--- config.mk ---
export PLATFORM = sky130hd
export DESIGN_NAME = transpuesta_ctrl
export DESIGN_NICKNAME = d
export VERILOG_FILES = /design/src/rtl/transpuesta_ctrl.sv
export SDC_FILE = /design/constraint.sdc
export NUM_CORES = 1
export LEC_CHECK = 0
export ABC_AREA = 1
export ABC_CLOCK_PERIOD_IN_PS = 3800
export CORE_ASPECT_RATIO = 0.9
export CORE_MARGIN = 5
export CORE_UTILIZATION = 54
export CTS_BUF_LIST = sky130_fd_sc_hd__clkbuf_2 sky130_fd_sc_hd__clkbuf_4 sky130_fd_sc_hd__clkbuf_8
export DETAILED_ROUTE_END_ITERATION = 8
export PLACE_DENSITY = 0.87
export SLEW_MARGIN = 30
export SYNTH_ARGS = -nofsm -noshare
export SYNTH_HDL_FRONTEND = slang
export SYNTH_SLANG_ARGS = --single-unit
--- constraint.sdc ---
create_clock -name clk -period 3.8 [get_ports clk]
set_clock_uncertainty 0.2 [all_clocks]
set_input_delay 0.38 -clock clk [delete_from_list [all_inputs] [get_ports clk]]
set_output_delay 0.38 -clock clk [all_outputs]
set_load 0.05 [all_outputs]
--- src/rtl/transpuesta_ctrl.sv ---
// Sequencing controller for the DCT transpose buffer: loads DEPTH rows, then unloads DEPTH columns.
// Define TRANSPUESTA_CTRL_PERF_EN to add the perf_blocks / perf_stall counters.
module transpuesta_ctrl #(
    parameter int unsigned DEPTH = 32,
    parameter int unsigned CW    = $clog2(DEPTH)
) (
    input  logic          clk,
    input  logic          rst,
    input  logic          en,
    input  logic          abort,
    input  logic          in_valid,
    input  logic          in_last,
    output logic          in_ready,
    output logic          out_valid,
    input  logic          out_ready,
    output logic          out_first,
    output logic          out_last,
    output logic          load,
    output logic          unload,
    output logic [CW-1:0] row_idx,
    output logic [CW-1:0] col_idx,
    output logic          busy,
    output logic          blk_done,
    output logic          err
`ifdef TRANSPUESTA_CTRL_PERF_EN
    ,
    output logic [31:0]   perf_blocks,
    output logic [31:0]   perf_stall
`endif
);

    localparam logic [CW-1:0] LAST_IDX = CW'(DEPTH - 1);

    typedef enum logic [1:0] {
        IDLE   = 2'd0,
        LOAD   = 2'd1,
        UNLOAD = 2'd2
    } state_t;

    state_t        state;
    state_t        state_n;
    logic [CW-1:0] row_n;
    logic [CW-1:0] col_n;
    logic          err_n;
    logic          done_n;

    // Buffer strobes; abort suppresses both in the cycle it is asserted.
    assign load   = in_valid & in_ready & ~abort;
    assign unload = out_valid & out_ready & ~abort;

    // Next-state, index and status computation.
    always_comb begin
        state_n = state;
        row_n   = row_idx;
        col_n   = col_idx;
        err_n   = err;
        done_n  = 1'b0;

        if (load && (in_last != (row_idx == LAST_IDX))) begin
            err_n = 1'b1;
        end

        if (abort && (state != IDLE)) begin
            state_n = en ? LOAD : IDLE;
            row_n   = '0;
            col_n   = '0;
        end else begin
            case (state)
                IDLE: begin
                    if (en) begin
                        state_n = LOAD;
                    end
                end
                LOAD: begin
                    if (load) begin
                        if (row_idx == LAST_IDX) begin
                            row_n   = '0;
                            state_n = UNLOAD;
                        end else begin
                            row_n = row_idx + CW'(1);
                        end
                    end
                end
                UNLOAD: begin
                    if (unload) begin
                        if (col_idx == LAST_IDX) begin
                            col_n   = '0;
                            done_n  = 1'b1;
                            state_n = en ? LOAD : IDLE;
                        end else begin
                            col_n = col_idx + CW'(1);
                        end
                    end
                end
                default: begin
                    state_n = IDLE;
                end
            endcase
        end
    end

    // State, indices and state-decoded outputs all come straight from flops.
    always_ff @(posedge clk or negedge rst) begin
        if (!rst) begin
            state     <= IDLE;
            row_idx   <= '0;
            col_idx   <= '0;
            err       <= 1'b0;
            blk_done  <= 1'b0;
            in_ready  <= 1'b0;
            out_valid <= 1'b0;
            out_first <= 1'b0;
            out_last  <= 1'b0;
            busy      <= 1'b0;
        end else begin
            state     <= state_n;
            row_idx   <= row_n;
            col_idx   <= col_n;
            err       <= err_n;
            blk_done  <= done_n;
            in_ready  <= (state_n == LOAD);
            out_valid <= (state_n == UNLOAD);
            out_first <= (state_n == UNLOAD) && (col_n == '0);
            out_last  <= (state_n == UNLOAD) && (col_n == LAST_IDX);
            busy      <= (state_n != IDLE);
        end
    end

`ifdef TRANSPUESTA_CTRL_PERF_EN
    // Saturating block and column-stall counters; abort leaves them untouched.
    always_ff @(posedge clk or negedge rst) begin
        if (!rst) begin
            perf_blocks <= '0;
            perf_stall  <= '0;
        end else begin
            if (blk_done && (perf_blocks != '1)) begin
                perf_blocks <= perf_blocks + 32'd1;
            end
            if (out_valid && !out_ready && (perf_stall != '1)) begin
                perf_stall <= perf_stall + 32'd1;
            end
        end
    end
`endif

endmodule

# Word-level counts from Yosys, hierarchy flattened
# Index checks and enable logic that the tools add are counted.
# word_totals
register_bits	19
latch_bits	0
ram_bits	0
rom_bits	0
input_bits	7
out_inout_bits	19
elab_cells	56
mem_count	0
# op_classes
addsub	2
n_mul	0
div_mod_pow	0
n_lt_le_gt_ge	0
eq_ne	8
n_shift	0
muxes	20
bitwise_logic	5
n_reduce_logical	11
# op_table
op	n
two-way mux 5 bit	8
== test 5 bit, second input constant	3
two-way mux 2 bit	6
adder 5 x 1 -> 5 bit, second input constant	2
nonzero test 2 bit	4
one-hot mux 2 bit (3 select lines)	1
zero test 5 bit	1
two-way mux 1 bit	5
bitwise AND 1 bit	4
== test 2 x 1 -> 1 bit, second input constant	2
== test 2 bit, second input constant	2
logical AND 1 bit	4
zero test 2 bit	1
AND reduction 2 bit	1
!= test 1 bit	1
NOT 1 bit	1

# Longest topological paths before layout
# logic_depth
word_depth	7
depth_mapped	11
ltp_nobuf	11

# Worst setup path before layout
# Ideal clock, no wire load.
# synth_timing
kind	register to register
from	register in_ready
to	register out_first
setup_time_ns	0.071
t_arrival_ns	1.811
required_time_ns	3.529
slack_ns	1.717
stages_incl_launch_ff	7
n_path_buf	0
period_less_slack_ns	2.083
cell_sequence	dfrtp_1 -> nand2_1 -> nor2_2 -> nand3_1 -> a21oi_2 -> nand3_1 -> nor2_1
# synth_between
elab_chain_len	7
# synth_rtl
item	line_no	source
from (decl)	13	output logic in_ready,
from (signal assigned)	121	in_ready <= (state_n == LOAD);
bitwise AND 1 bit (2 in series)	48	assign load = in_valid & in_ready & ~abort;
net load	18	output logic load,
two-way mux 2 bit	75	if (load) begin
one-hot mux 2 bit (3 select lines)	68	case (state)
two-way mux 2 bit	63	if (abort && (state != IDLE)) begin
net state_n[1]	41	state_t state_n;
== test 2 bit	123	out_first <= (state_n == UNLOAD) && (col_n == '0);
logical AND 1 bit	123	
to (signal assigned)	123	
to (decl)	16	output logic out_first,
# The timed path passes the listed nets, and every way through them passes these cells.
# A chain may end at the register's enable or synchronous reset.

# Final worst setup path
# layout_timing
from	input out_ready
to	output unload
# layout_between
elab_chain_len	2
# layout_rtl
item	line_no	source
from (decl)	15	input logic out_ready,
bitwise AND 1 bit (2 in series)	49	assign unload = out_valid & out_ready & ~abort;
to (decl)	19	output logic unload,
# No other way between the ends.

==> impl_metrics.csv <==
group,metric,value,unit
run,cap_viol_max_count,0,
worst_setup_path,required,3.22,ns
final_layout,mostFrequentLayoutCell,"nand2_1",
final_layout,regArea,475,um2
global_route,grt_pass1_vias,919,
power_and_ir_drop,p_leak,0.647,nW
sta,setup_viol_count_final,0,
synthesis,synth_nets,136,
drt,wl,2310,um
global_route,antenna_found_initial,0,
final_layout,syn2layout_area_growth,30.7,%
sta,slew_headroom,65.5,%
synthesis,synth_top_family_by_area,"simple AND/OR/NAND/NOR gates",
floorplan,rows,15,
worst_setup_path,cpMaxStageDelayCell,"clkdlybuf4s50_1",
synthesis,synth_top_area_cell,"dfrtp_1",
clock_network,numCtsBuffers,3,
drt,routedWlPerCell,12.9,um
synthesis,synth_xor_area_share,1.71,%
synthesis,synth_compound_area_share,6.98,%
status,outcome,"completed",
synthesis,synth-simple-area-share,31.0,%
floorplan,coreArea,0.00186,mm2
sta,rsz0062_at_grt,"false",
worst_setup_path,arrival,1.97,ns
final_layout,multi_input_area,465,um2
synthesis,yosysSeqAreaShare,46.5,%
final_layout,nFillCells,128,
placement,io_buffers,25,
final_layout,nets,167,
power_and_ir_drop,cellPowerDensity,487,mW/mm2
clock_network,clk_latency,0.29,ns
sta,holdWs,0.266,ns
sta,tightest_slew,0.516,ns
sta,fin_ws,1.25,ns
worst_setup_path,path_common_cell,"clkdlybuf4s50_1",
placement,dp_hpwl,1770,um
synthesis,avgSynthCellArea,8.18,um2
drt,drt-pass1-iter-count,4,
drt,via_count,938,
sta,fmax,0.392,GHz
sta,min_period_over_period,67.2,%
placement,gp_congestion,0.872,
synthesis,ys_types,23,
synthesis,synth_seq_cells,19,
clock_network,clock_path_buffers,2,
clock_network,cts.sinks,19,
worst_setup_path,worstSetupPathType,"in -> out",
clock_network,h-tree-depth,1,
clock_network,cts_tree,"yes",
sta,slew_violations,0,
final_layout,diodes,0,
floorplan,die_w,55.9,um
placement,dp_worst_setup_slack,1.25,ns
global_route,grt_pass1_wl,3950,um
floorplan,fp.dieH,51.3,um
synthesis,yosysWarningCount,0,
global_route,grt_max_degree,20,
final_layout,drive_gt1_share,12.9,%
drt,drc,0,
sta,post-route-min-period,2.55,ns
sta,hold_viol_final,0,
worst_setup_path,end_kind,"output pin",
placement,placed_cells,175,
drt,vias_per_cell,5.21,
power_and_ir_drop,ir_worst_vdd,0.386,mV
clock_network,clockRootBuffer,"clkbuf_4",
synthesis,muxShareOfSynthArea,0.979,%
final_layout,layoutNonFillerInstCount,180,
worst_setup_path,start_kind,"primary input",
drt,drt_iter0_drc,35,
sta,finalSetupTns,0,ns
floorplan,initial_core_util,55.0,%
final_layout,final_cell_mix,"nand2_1 (32), clkdlybuf4s50_1 (24), dfrtp_1 (19)",
worst_setup_path,cp_max_fo,7,
clock_network,clk_pin_slew,0.11,ns
power_and_ir_drop,p_total,0.651,mW
synthesis,syn_inst,125,
floorplan,io_pins,26,
global_route,grt_use_total,17.4,%
hold_path,min_path_type,"reg -> reg",
worst_setup_path,cp_cell_sequence,"clkdlybuf4s50_1 -> nand2_1 -> nor2_4 -> clkdlybuf4s50_1",
synthesis,synth_area_leaders,"dfrtp_1 (47%), nand2_1 (12%), nand3_1 (6.9%), inv_1 (6.2%), ha_1 (4.9%)",
drt,ant_nets,0,
worst_setup_path,crit_path_max_incr_delay,0.84,ns
synthesis,synth_top_area_share,46.5,%
floorplan,die_area,0.00286,mm2
synthesis,synthesis.area,0.00102,mm2
global_route,grt_overflow,0,
synthesis,synth_fa_ha_area_share,4.90,%
==> cells in the mapped netlist (all sizes together) <==
cell	n
nand3	16
mux2i	1
dfrtp	19
a21oi	6
nand4	1
a32o	1
nor2	16
o21ai	2
nand2	34
ha	4
o22ai	1
a21o	1
xor2	2
inv	21
==> state kept, by name (all words and copies together) (netlist names) <==
name       cells
row_idx        5
in_ready       1
err            1
busy           1
blk_done       1
out_last       1
out_valid      1
out_first      1
state          2
col_idx        5
==> where the power goes <==
part	internal, mW	total, mW	switching, mW
Combinational	0.0912	0.289	0.198
Sequential	0.234	0.262	0.0273
Clock	0.0391	0.100	0.0609
==> critical path, delay by kind of cell <==
kind                   cells  cell delay, ns
and+or+nand+nor            2            0.26
buffers and inverters      2            1.33
==> path summary, 6_finish.rpt <==
| check | start | to | slack [ns] | depth (start not counted) |
|---|---|---|---|---|
| setup reg to reg | row_idx[0]$_DFFE_PN0P_ | out_first$_DFF_PN0_ | 1.87 | 8 |
| hold reg to reg | err$_DFFE_PN0P_ | err$_DFFE_PN0P_ | 0.27 | 1 |
| max in group asynchronous | rst | state[0]$_DFF_PN0_ | 2.76 | 2 |
| min in group asynchronous | rst | out_first$_DFF_PN0_ | 0.34 | 2 |
| setup / recovery | out_ready | unload | 1.25 | 4 |
| hold / removal | err$_DFFE_PN0P_ | err$_DFFE_PN0P_ | 0.27 | 1 |
==> cell families (layout without fill, tap and decap cells) <==
group | Yosys count | after routing
and+or+nand+nor | 67 | 67
xor gates and xnor gates | 2 | 2
buffers and inverters | 21 | 51
AOI/OAI and AO/OA | 11 | 11
DFF | 19 | 19
muxes | 1 | 1
adders and majority gates | 4 | 4
==> layout make-up <==
class	instances	share of cell area (%)
sequential	19	35.6
multi-input combinational	85	34.8
timing repair buffer	26	19.1
inverter	21	6.09
tap	25	2.34
clock buffer	3	1.69
clock inverter	1	0.375
==> per-layer routing <==
layer,up-vias,routed length [um],global-route usage (%)
li1,460,-,-
met2,47,1060,27.6
met3,8,206,4.55
met1,423,1010,22.7
met5,-,0,0
met4,0,38,7.11
==> stage by stage <==
| stage | utilization [%] | cell area, um2 |
|---|---|---|
| finish | 71.9 | 1340 |
| detailed placement | 70.2 | 1300 |
| floorplan | - | 1020 |
| global route | 71.9 | 1340 |
| CTS | 71.6 | 1330 |
| global placement | 70.2 | 1300 |
==> timing repair <==
action | CTS | global route
resized for setup | 0 | 0
hold buffers | 0 | 1
setup buffers | 0 | 0
endpoints found under the hold margin | 0 | 19
No activity file was read; power rests on OpenSTA's default activity.
